`src/rtl/crc_stream_engine.sv`:
```
// Streaming CRC engine: generic width/polynomial, sop/eop packet framing,
// partial last beat, valid/ready handshake and optional expected-CRC compare.
module crc_stream_engine #(
    parameter int          DW     = 32,
    parameter int          CW     = 32,
    parameter logic [31:0] POLY   = 32'h04C11DB7,
    parameter logic [31:0] INIT   = 32'hFFFFFFFF,
    parameter logic [31:0] XOROUT = 32'h00000000,
    parameter int          NBW    = $clog2(DW/8) + 1
) (
    input  logic           i_clk,
    input  logic           i_rst_n,
    input  logic           i_clr,
    input  logic           i_vld,
    output logic           o_rdy,
    input  logic           i_sop,
    input  logic           i_eop,
    input  logic [DW-1:0]  i_d,
    input  logic [NBW-1:0] i_nbytes,
    input  logic           i_exp_chk,
    input  logic [CW-1:0]  i_exp_crc,
    output logic [CW-1:0]  o_crc,
    output logic           o_res_vld,
    output logic [CW-1:0]  o_res_crc,
    output logic           o_res_ok,
    output logic [15:0]    o_byte_cnt,
    output logic           o_err_proto
);

    localparam logic [1:0] IDLE = 2'd0;
    localparam logic [1:0] BUSY = 2'd1;
    localparam logic [1:0] DONE = 2'd2;

    logic [1:0]     state;
    logic [CW-1:0]  crc_q;
    logic [15:0]    cnt_q;
    logic           err_q;
    logic [CW-1:0]  res_crc_q;
    logic           res_ok_q;
    logic [15:0]    res_cnt_q;

    logic           acc;
    logic           nb_bad;
    logic [NBW-1:0] eff_nb;
    logic [CW-1:0]  crc_seed;
    logic [CW-1:0]  crc_nxt;
    logic [CW-1:0]  res_nxt;
    logic [15:0]    cnt_base;
    logic [16:0]    cnt_sum;
    logic [15:0]    cnt_nxt;

    // Bit-serial MSB-first LFSR, unrolled over the first nbits of the beat.
    function automatic logic [CW-1:0] crc_beat(input logic [CW-1:0] seed,
                                               input logic [DW-1:0] d,
                                               input int nbits);
        logic [CW-1:0] c;
        logic          fb;
        c = seed;
        for (int i = 0; i < DW; i++) begin
            if (i < nbits) begin
                fb = c[CW-1] ^ d[DW-1-i];
                c  = {c[CW-2:0], 1'b0} ^ (fb ? POLY[CW-1:0] : '0);
            end
        end
        return c;
    endfunction

    function automatic logic [15:0] sat16(input logic [16:0] v);
        return v[16] ? 16'hFFFF : v[15:0];
    endfunction

    assign o_rdy  = (state != DONE);
    assign acc    = i_vld && o_rdy;
    assign nb_bad = i_eop && ((i_nbytes == '0) || (int'(i_nbytes) > DW/8));
    assign eff_nb = (i_eop && !nb_bad) ? i_nbytes : NBW'(DW/8);

    assign crc_seed = i_sop ? INIT[CW-1:0] : crc_q;
    assign crc_nxt  = crc_beat(crc_seed, i_d, int'(eff_nb) * 8);
    assign res_nxt  = crc_nxt ^ XOROUT[CW-1:0];
    assign cnt_base = i_sop ? 16'h0000 : cnt_q;
    assign cnt_sum  = {1'b0, cnt_base} + {{(17-NBW){1'b0}}, eff_nb};
    assign cnt_nxt  = sat16(cnt_sum);

    always_ff @(posedge i_clk or negedge i_rst_n) begin
        if (!i_rst_n) begin
            state     <= IDLE;
            crc_q     <= INIT[CW-1:0];
            cnt_q     <= 16'h0000;
            err_q     <= 1'b0;
            res_crc_q <= '0;
            res_ok_q  <= 1'b0;
            res_cnt_q <= 16'h0000;
        end else begin
            err_q <= 1'b0;
            if (i_clr) begin
                state <= IDLE;
                crc_q <= INIT[CW-1:0];
                cnt_q <= 16'h0000;
            end else begin
                if (state == DONE)
                    state <= IDLE;
                if (acc) begin
                    if (!i_sop && state == IDLE) begin
                        err_q <= 1'b1;
                    end else begin
                        crc_q <= crc_nxt;
                        cnt_q <= cnt_nxt;
                        err_q <= (i_sop && state == BUSY) || nb_bad;
                        // Results land with the eop so they are visible during DONE.
                        if (i_eop) begin
                            state     <= DONE;
                            res_crc_q <= res_nxt;
                            res_ok_q  <= !i_exp_chk || (res_nxt == i_exp_crc);
                            res_cnt_q <= cnt_nxt;
                        end else begin
                            state <= BUSY;
                        end
                    end
                end
            end
        end
    end

    // A clear during DONE suppresses the strobe; held results stay.
    assign o_res_vld   = (state == DONE) && !i_clr;
    assign o_crc       = crc_q;
    assign o_res_crc   = res_crc_q;
    assign o_res_ok    = res_ok_q;
    assign o_byte_cnt  = res_cnt_q;
    assign o_err_proto = err_q;

endmodule

```
`config.mk`:
```
export PLATFORM = sky130hd
export DESIGN_NAME = crc_stream_engine
export DESIGN_NICKNAME = d
export VERILOG_FILES = /design/src/rtl/crc_stream_engine.sv
export SDC_FILE = /design/constraint.sdc
export NUM_CORES = 1
export LEC_CHECK = 0
export ABC_AREA = 1
export CAP_MARGIN = 20
export CORE_MARGIN = 3
export CORE_UTILIZATION = 35
export CTS_CLUSTER_SIZE = 25
export DETAILED_ROUTE_END_ITERATION = 16
export HOLD_SLACK_MARGIN = 0.03
export SYNTH_ARGS = -nofsm -noshare
export SYNTH_HDL_FRONTEND = slang
export SYNTH_SLANG_ARGS = --single-unit
export TNS_END_PERCENT = 20
```
`constraint.sdc`:
```
create_clock -name i_clk -period 10.61 [get_ports i_clk]
set_input_delay 2.122 -clock i_clk [delete_from_list [all_inputs] [get_ports i_clk]]
set_output_delay 2.122 -clock i_clk [all_outputs]
set_load 0.02 [all_outputs]
```
# After elaboration in Yosys (flattened, before gate mapping)
# Cells that the tools add are included.
[op_classes]
add_sub_neg = 1
n_bitwise = 66
n_reduce_logical = 18
n_lt_le_gt_ge = 33
n_mux = 82
eq_ne = 5
[op_table]
columns = ["op", "count"]
rows = [
  ["$mux 32", 36],
  ["$xor 32x27->32", 32],
  ["$mux 27", 32],
  ["$lt 5x6->1 const A", 16],
  ["$mux 16", 5],
  ["$lt 4x6->1 const A", 8],
  ["$eq 32x32->1", 1],
  ["$xor 1x1->1", 32],
  ["$lt 3x6->1 const A", 4],
  ["$add 16x3->17", 1],
  ["$lt 1x6->1 const A", 2],
  ["$lt 2x6->1 const A", 2],
  ["$mux 2", 5],
  ["$logic_and 1x1->1", 6],
  ["$logic_not 1->1", 4],
  ["$ne 2x2->1 const B", 2],
  ["$reduce_and 4->1", 1],
  ["$gt 3x3->1 const B", 1],
  ["$logic_not 3->1", 1],
  ["$logic_or 1x1->1", 3],
  ["$mux 1", 3],
  ["$mux 3", 1],
  ["$eq 2x1->1 const B", 1],
  ["$eq 2x2->1 const B", 1],
  ["4 further kinds", 5],
]
[word_totals]
register_bits = 100
inputBits = 74

# Longest topological paths before layout
# Gate-level depths: netlist (run 1).
[depth]
word_depth = 135
depth_mapped = 51
ltp_nobuf = 49

# Least setup slack after synthesis (run 1)
# No wires, ideal clock.
[synth_path]
path_kind = "in2reg"
startpoint = "input i_eop"
endpoint = "register res_ok_q (netlist: o_res_ok)"
t_arrival_ns = 5.800
path_buffers = 3
setup_time_ns = 0.073
cell_stages = 37
setup_slack_ns = 4.736
path_cell_list = "inv_2 -> nor3_4 -> nand2_4 -> clkinv_4 -> nand3_2 -> buf_6 -> nand3_2 -> nand2_4 -> nand2_1 -> nand3_1 -> nand2_1 -> nand2_2 -> buf_6 -> nand3_1 -> nand2_2 -> nand2_1 -> nand3_2 -> nand2_4 -> xor2_4 -> nand3_1 -> nand3_1 -> nand2_1 -> nand2_1 -> nand2_2 -> buf_6 -> nand2_2 -> nand2_2 -> or2_1 -> nand3_1 -> nand3_1 -> nand3_1 -> inv_2 -> nand2_1 -> o21ai_0 -> nor2_1 -> nand2_1 -> a21oi_2"
[synth_via]
elab_chain_cells = 82
[synth_lines]
columns = ["element", "line_no", "source"]
rows = [
  ["start: declaration", "17", "input logic i_eop,"],
  ["$logic_and 1x1->1", "74", "assign nb_bad = i_eop && ((i_nbytes == '0) || (int'(i_nbytes) > DW/8));"],
  ["$logic_not 1->1", "75", "assign eff_nb = (i_eop && !nb_bad) ? i_nbytes : NBW'(DW/8);"],
  ["$logic_and 1x1->1", "75", ""],
  ["$mux 3", "75", ""],
  ["$lt 1x6->1", "60", "if (i < nbits) begin"],
  ["$mux 32", "60", ""],
  ["$xor 1x1->1", "61", "fb = c[CW-1] ^ d[DW-1-i];"],
  ["$mux 27", "62", "c = {c[CW-2:0], 1'b0} ^ (fb ? POLY[CW-1:0] : '0);"],
  ["(+66 left out)", "--", ""],
  ["$xor 32x27->32", "62", ""],
  ["$mux 32", "60", ""],
  ["$xor 1x1->1", "61", ""],
  ["$mux 27", "62", ""],
  ["$xor 32x27->32", "62", ""],
  ["$mux 32", "60", ""],
  ["$eq 32x32->1", "113", "res_ok_q <= !i_exp_chk || (res_nxt == i_exp_crc);"],
  ["$logic_or 1x1->1", "113", ""],
  ["end signal: assignment", "113", ""],
  ["end: declaration", "39", "logic res_ok_q;"],
]
# Several ways; a longest one is shown, not always the timed one.
# A chain may end at the register's enable or synchronous reset.

# Final worst setup path (run 1)
[layout_path]
startpoint = "input i_sop"
endpoint = "register res_ok_q (netlist: o_res_ok)"
[layout_via]
elab_chain_cells = 79
[layout_lines]
columns = ["element", "line_no", "source"]
rows = [
  ["start: declaration", "16", "input logic i_sop,"],
  ["$mux 32", "77", "assign crc_seed = i_sop ? INIT[CW-1:0] : crc_q;"],
  ["$xor 32x27->32 or $xor 1x1->1 (tied branches)", "62, 61", ""],
  ["$mux 32 or $mux 27 (tied branches)", "60, 62", ""],
  ["$xor 1x1->1 or $xor 32x27->32 (tied branches)", "61, 62", ""],
  ["$mux 27 or $mux 32 (tied branches)", "62, 60", ""],
  ["$xor 32x27->32", "62", ""],
  ["$mux 32", "60", ""],
  ["$xor 32x27->32", "62", ""],
  ["(+63 left out)", "--", ""],
  ["$xor 32x27->32 or $xor 1x1->1 (tied branches)", "62, 61", ""],
  ["$mux 32 or $mux 27 (tied branches)", "60, 62", ""],
  ["$xor 1x1->1 or $xor 32x27->32 (tied branches)", "61, 62", ""],
  ["$mux 27 or $mux 32 (tied branches)", "62, 60", ""],
  ["$xor 32x27->32", "62", ""],
  ["$mux 32", "60", ""],
  ["$eq 32x32->1", "113", ""],
  ["$logic_or 1x1->1", "113", ""],
]
# Several ways; a longest one is shown, not always the timed one.

==> results of run 1 <==
-- cell usage in the layout (no fill, tap or decap), drive strengths merged, types with 15 or more instances in the layout --
cell | synthesis | layout
a21oi | 34 | 34
buf | 41 | 18
clkdlybuf4s50 | 0 | 155
dfrtp | 68 | 68
dfstp | 32 | 32
inv | 196 | 199
nand2 | 1041 | 1041
nand3 | 375 | 375
nand3b | 26 | 26
nand4 | 25 | 25
nor2 | 134 | 134
o21ai | 77 | 77
o22ai | 15 | 15
xnor2 | 18 | 18
xor2 | 53 | 53
-- area by class of cell --
| class | count | area [µm²] | share of cell area |
|---|---|---|---|
| Antenna cell | 1 | 2.502 | 0.0001720 |
| Inverter | 201 | 767.0 | 0.05272 |
| Tap cell | 455 | 569.3 | 0.03913 |
| Clock buffer | 9 | 225.2 | 0.01548 |
| Clock inverter | 7 | 83.83 | 0.005762 |
| Sequential cell | 100 | 2542 | 0.1748 |
| Timing Repair Buffer | 173 | 1684 | 0.1158 |
| Multi-Input combinational cell | 1853 | 8675 | 0.5962 |
-- report_power, final --
part | internal, mW | switching [mW] | total (mW)
clock | 0.187 | 0.159 | 0.347
combinational | 1.32 | 3.13 | 4.46
sequential | 0.520 | 0.121 | 0.641
-- flip-flops by register name, indices dropped and copies added, names as in the netlist --
register and count:
o_byte_cnt 16, state 2, cnt_q 16, o_err_proto 1, o_res_crc 32, o_res_ok 1
o_crc 32
-- kinds of logic after synthesis --
group | after synthesis | share of synthesized area
fa+ha+maj | 3 | 0.003643
simple gates | 1634 | 0.5808
xor+xnor | 71 | 0.05304
buf+inv | 270 | 0.09281
compound gates | 145 | 0.06407
flops | 100 | 0.2057
-- worst max path at each step --
stage / from / end / slack (ps) / cells after the start
6_report: i_sop / o_res_ok / 1880 / 42
5_1_grt: i_sop / o_res_ok / 1330 / 42
4_1_cts: i_sop / o_res_ok / 1940 / 42
3_5_place_dp: i_sop / o_res_ok / 1570 / 42
3_3_place_gp: i_sop / o_res_ok / 1700 / 42
2_1_floorplan: i_eop / o_res_ok / 4740 / 37
-- through the flow --
stage	cells	hold slack, ps	instance area (µm²)	utilization
finish	2799	481.5	14550	0.4191
global placement	2782	461.3	14240	0.4101
CTS	2798	484.9	14550	0.4190
floorplan	2223	453.4	12360	-
detailed placement	2782	464.0	14240	0.4101
global route	2798	505.7	14550	0.4190
-- tightest hold or removal path, cell delays in order, from the launching register on --
cell and delay (ps):
dfrtp_1 340, nand2_1 50, nand2_1 60
-- per-layer routing --
layer,track usage,share of wire,wire (µm),vias up
li1,-,-,-,7333
met1,0.4112,0.45,25280,6985
met2,0.4485,0.44,24430,623
met3,0.03493,0.073,4082,75
met4,0.08803,0.036,1984,0
met5,0,0,0,-
==> flow_summary.json, run 1 <==
{
  "power.leakage_nw": 7.789,
  "r2r_cells": 38,
  "cp_data_required_time_ps": 10900,
  "num_rows": 68,
  "fp.coreArea_mm2": 0.03471,
  "r2r-end": "o_res_ok",
  "fin_setup_tns_ps": 0,
  "critPathBufInv": 6,
  "ys_ff_latch": 100,
  "grt_usage": 0.2858,
  "grt_start_max_net_pins": 83,
  "rsz0062_at_grt": "no",
  "post_cts_resize_count": 0,
  "crit_top_cell": "nand2_1",
  "h-tree-depth": 3,
  "setup_viol_count_final": 0,
  "critPathKind": "in -> reg",
  "antenna_found_initial": 0,
  "timing.slew.headroom": 0.3742,
  "dr.pass1.iters": 6,
  "yosysMostFrequentCell": "nand2_1",
  "hp-start": "o_byte_cnt[3]",
  "layout-drive-gt1-share": 0.08493,
  "cp-start-kind": "input pin",
  "grt_pass1_wl_um": 83970,
  "dp_hpwl_um": 44540,
  "finalHoldViolCount": 0,
  "yosys_warnings": 0,
  "clk_latency_ps": 360,
  "power_per_cell_area_mw_per_mm2": 374.3,
  "netlist.area_leader.share": 0.2957,
  "p_total_mw": 5.446,
  "synthFlopType": "dfrtp_1",
  "worstHoldEndpoint": "o_byte_cnt[3]",
  "cts_root_buf": "clkbuf_16",
  "ys_seq_area_frac": 0.2057,
  "cap_violations": 0,
  "worstPathMaxFanout": 34,
  "status": "complete, no violations",
  "syn_inst": 2223,
  "vias": 15020,
  "fin_crit_ps": 8734,
  "tightestPinTransition_ps": 938.8,
  "fillerInstances": 3841,
  "drt_first_iter_violations": 1513,
  "holdPathStages": 2,
  "pre_cts_slack_ps": 1569,
  "cts_buffers": 9,
  "synth_cell_types": 49,
  "crit_slowest_cell": "buf_2",
  "drv_slew": 0,
  "area_growth_pct": 17.69,
  "fmax_ghz": 0.1145,
  "synth-async-reset-ratio": 1.000,
  "critPathCaptureType": "flip-flop",
  "hold_class": "reg -> reg",
  "fp.dieW_um": 193.9,
  "synthTopCellsByCount": "974 x nand2_1, 357 x nand3_1, 176 x inv_1",
  "initial_core_util": 0.3561,
  "drc": 0,
  "worst_path_largest_cell_delay_ps": 500,
  "clk_pin_slew_ps": 80,
  "peakVddDrop_uv": 176.0,
  "skew_ps": 11.94,
  "fin_ws_ps": 1876,
  "grt_pass1_vias": 13720,
  "io_pins": 158,
  "clock_sinks": 100,
  "rrSetupSlack_ps": 3910,
  "avgSynthCellArea_um2": 5.561,
  "die_h_um": 193.9,
  "clk_path_buf_depth": 2,
  "avgViaCountPerCell": 5.365,
  "finalWirelength_um": 55770,
  "ant_nets": 0,
  "cts_tree": "yes",
  "timing.rr.start": "o_crc[29]",
  "netlist_top_cells_area": "nand2_1 30%, nand3_1 14%, dfrtp_1 14%, dfstp_2 6.8%, inv_1 5.3%",
  "routedWlPerCell_um": 19.93,
  "synth_fp_nets": 2300,
  "gr-total-overflow": 0,
  "cts_hold_buffers": 0,
  "synth_edf_count": 0,
  "fin_nets": 2415,
  "crit_family": "simple AND/OR/NAND/NOR gates",
  "port_buffers": 157,
  "dieArea_mm2": 0.03761,
  "netlist_area_mm2": 0.01236,
  "post-cts-setup-buffers": 0,
  "gp_congestion": 0.9903,
  "min_period_over_period": 0.8232,
  "critical_path_arrival_ps": 9020,
  "yosys.area.top_type": "nand2_1"
}
Power figures use the tool's default switching activity.
==> run 2: changes to the inputs <==
==> constraint.sdc (replaced) <==
create_clock -name i_clk -period 7.2 [get_ports i_clk]
set_input_delay 1.44 -clock i_clk [delete_from_list [all_inputs] [get_ports i_clk]]
set_output_delay 1.44 -clock i_clk [all_outputs]
set_load 0.02 [all_outputs]
==> run 2 against run 1 <==
  * Clock skew shrank 6.1 ps
  * Global-route usage fell by 0.74 points
  * Routed wire length shrank 3.1%
  * Sequential share of layout area is 0.30 points lower
  * Clock-buffer cell count grew 3
  * Register-to-register slack got worse by 2400 ps
  * Clock power up 52%
  * Die area unchanged
  * Utilization is 0.72 points higher
  * Largest cell class unchanged
==> flow_summary.json, run 2 (synthesis results as in run 1) <==
{
  "layout_common_cells": "973 x nand2_1, 357 x nand3_1, 176 x inv_1, 155 x clkdlybuf4s50_1, 126 x nor2_1",
  "fin_setup_tns_ps": 0,
  "timing.slew.headroom": 0.4967,
  "tightestPinTransition_ps": 755.0,
  "critical_path_arrival_ps": 7000,
  "p_total_mw": 8.122,
  "comb_power_share": 0.819,
  "gr-total-overflow": 0,
  "post_cts_resize_count": 0,
  "clk_path_buf_depth": 2,
  "fin_cells": 2829,
  "dieArea_mm2": 0.03761,
  "final_util": 0.4263,
  "holdWs_ps": 484.6,
  "fin_crit_ps": 6722,
  "pwr-share-seq": 0.117,
  "cp_data_required_time_ps": 7470,
  "cap_violations": 0,
  "initial_core_util": 0.3561,
  "h-tree-depth": 3,
  "critPathCaptureType": "flip-flop",
  "routedWlPerCell_um": 19.11,
  "final_area_mm2": 0.01480,
  "clkPwrFrac": 0.065,
  "skew_ps": 5.797,
  "min_period_over_period": 0.9336,
  "io_pins": 158,
  "worstPathMaxFanout": 13,
  "crit_top_cell": "nand2_1",
  "grt_pass1_wl_um": 83280,
  "cts_root_buf": "clkbuf_16",
  "fin_ws_ps": 477.8,
  "drc": 0,
  "grt_usage": 0.2784,
  "dp_hpwl_um": 43250,
  "drv_slew": 0,
  "rrSetupSlack_ps": 1520,
  "swShare": 0.6103,
  "cts_hold_buffers": 0,
  "peakVddDrop_uv": 272.6,
  "cp-start-kind": "input pin",
  "clk_pin_slew_ps": 70,
  "cts_tree": "yes",
  "worst_path_largest_cell_delay_ps": 480,
  "dp_cells": 2813,
  "ant_nets": 0,
  "fp.dieW_um": 193.9,
  "drt_first_iter_violations": 1693,
  "antenna_cells": 0,
  "final_common_cell": "nand2_1",
  "rsz0062_at_grt": "no",
  "fin_nets": 2446,
  "crit_slowest_cell": "clkdlybuf4s50_1",
  "power.internal_mw": 3.165,
  "finalWirelength_um": 54060,
  "die_h_um": 193.9,
  "pre_cts_slack_ps": 190.2,
  "layout-drive-gt1-share": 0.09646,
  "hold_class": "reg -> reg",
  "fillerInstances": 3817,
  "dr.pass1.iters": 6,
  "clock_sinks": 100,
  "status": "complete, no violations",
  "fp.coreArea_mm2": 0.03471,
  "finalHoldViolCount": 0,
  "power.leakage_nw": 7.948,
  "critPathKind": "in -> reg",
  "num_rows": 68,
  "grt_pass1_vias": 14080,
  "antenna_found_initial": 1,
  "port_buffers": 157,
  "setup_viol_count_final": 0,
  "clk_latency_ps": 340,
  "power_per_cell_area_mw_per_mm2": 548.8,
  "avgViaCountPerCell": 5.373,
  "vias": 15200,
  "fmax_ghz": 0.1488,
  "p_switching_mw": 4.957,
  "cts_buffers": 9,
  "place_area_mm2": 0.01447,
  "grt_start_max_net_pins": 78,
  "area_growth_pct": 19.72,
  "gp_congestion": 1.007,
  "post-cts-setup-buffers": 0
}
run 2: worst max-delay path, delay by kind of cell:
family	cells	cell delay [ps]
AOI/OAI and AO/OA	1	110
and+or+nand+nor	37	4150
buffers and inverters	6	1230
run 2: power by group through the flow:
stage | Sequential [mW] | Combinational [mW] | Clock (mW)
2_1_floorplan | 1.06 | 4.16 | 0
3_3_place_gp | 0.953 | 6.48 | 0
3_5_place_dp | 0.949 | 6.52 | 0
4_1_cts | 0.944 | 6.55 | 0.529
5_1_grt | 0.964 | 7.35 | 0.556
6_report | 0.946 | 6.65 | 0.526
run 2: per-layer routing:
metal / up-vias / share of wire / GRT usage
met5: - / 0.00037 / 0
met4: 2 / 0.029 / 0.07394
met3: 84 / 0.079 / 0.03527
met2: 682 / 0.45 / 0.4470
met1: 7040 / 0.45 / 0.3964
li1: 7393 / - / -
run 2: path summary, 6_finish.rpt:
check	from	to	cells after the start
min in group asynchronous	i_rst_n	o_byte_cnt[11]	1
max in group asynchronous	i_rst_n	o_res_crc[26]	2
min reg2reg	o_byte_cnt[2]	o_byte_cnt[2]	2
min	o_byte_cnt[2]	o_byte_cnt[2]	2
max reg2reg	o_crc[31]	o_res_ok	42
max	i_nbytes[2]	o_res_ok	44
run 2: final cells by class:
| cell class | count | area, µm² | area share |
|---|---|---|---|
| Sequential cell | 100 | 2542 | 0.1718 |
| Inverter | 201 | 767.0 | 0.05183 |
| Tap cell | 455 | 569.3 | 0.03847 |
| Timing Repair Buffer | 204 | 1919 | 0.1297 |
| Multi-Input combinational cell | 1853 | 8682 | 0.5867 |
| Clock inverter | 4 | 72.57 | 0.004904 |
| Clock buffer | 12 | 246.5 | 0.01666 |
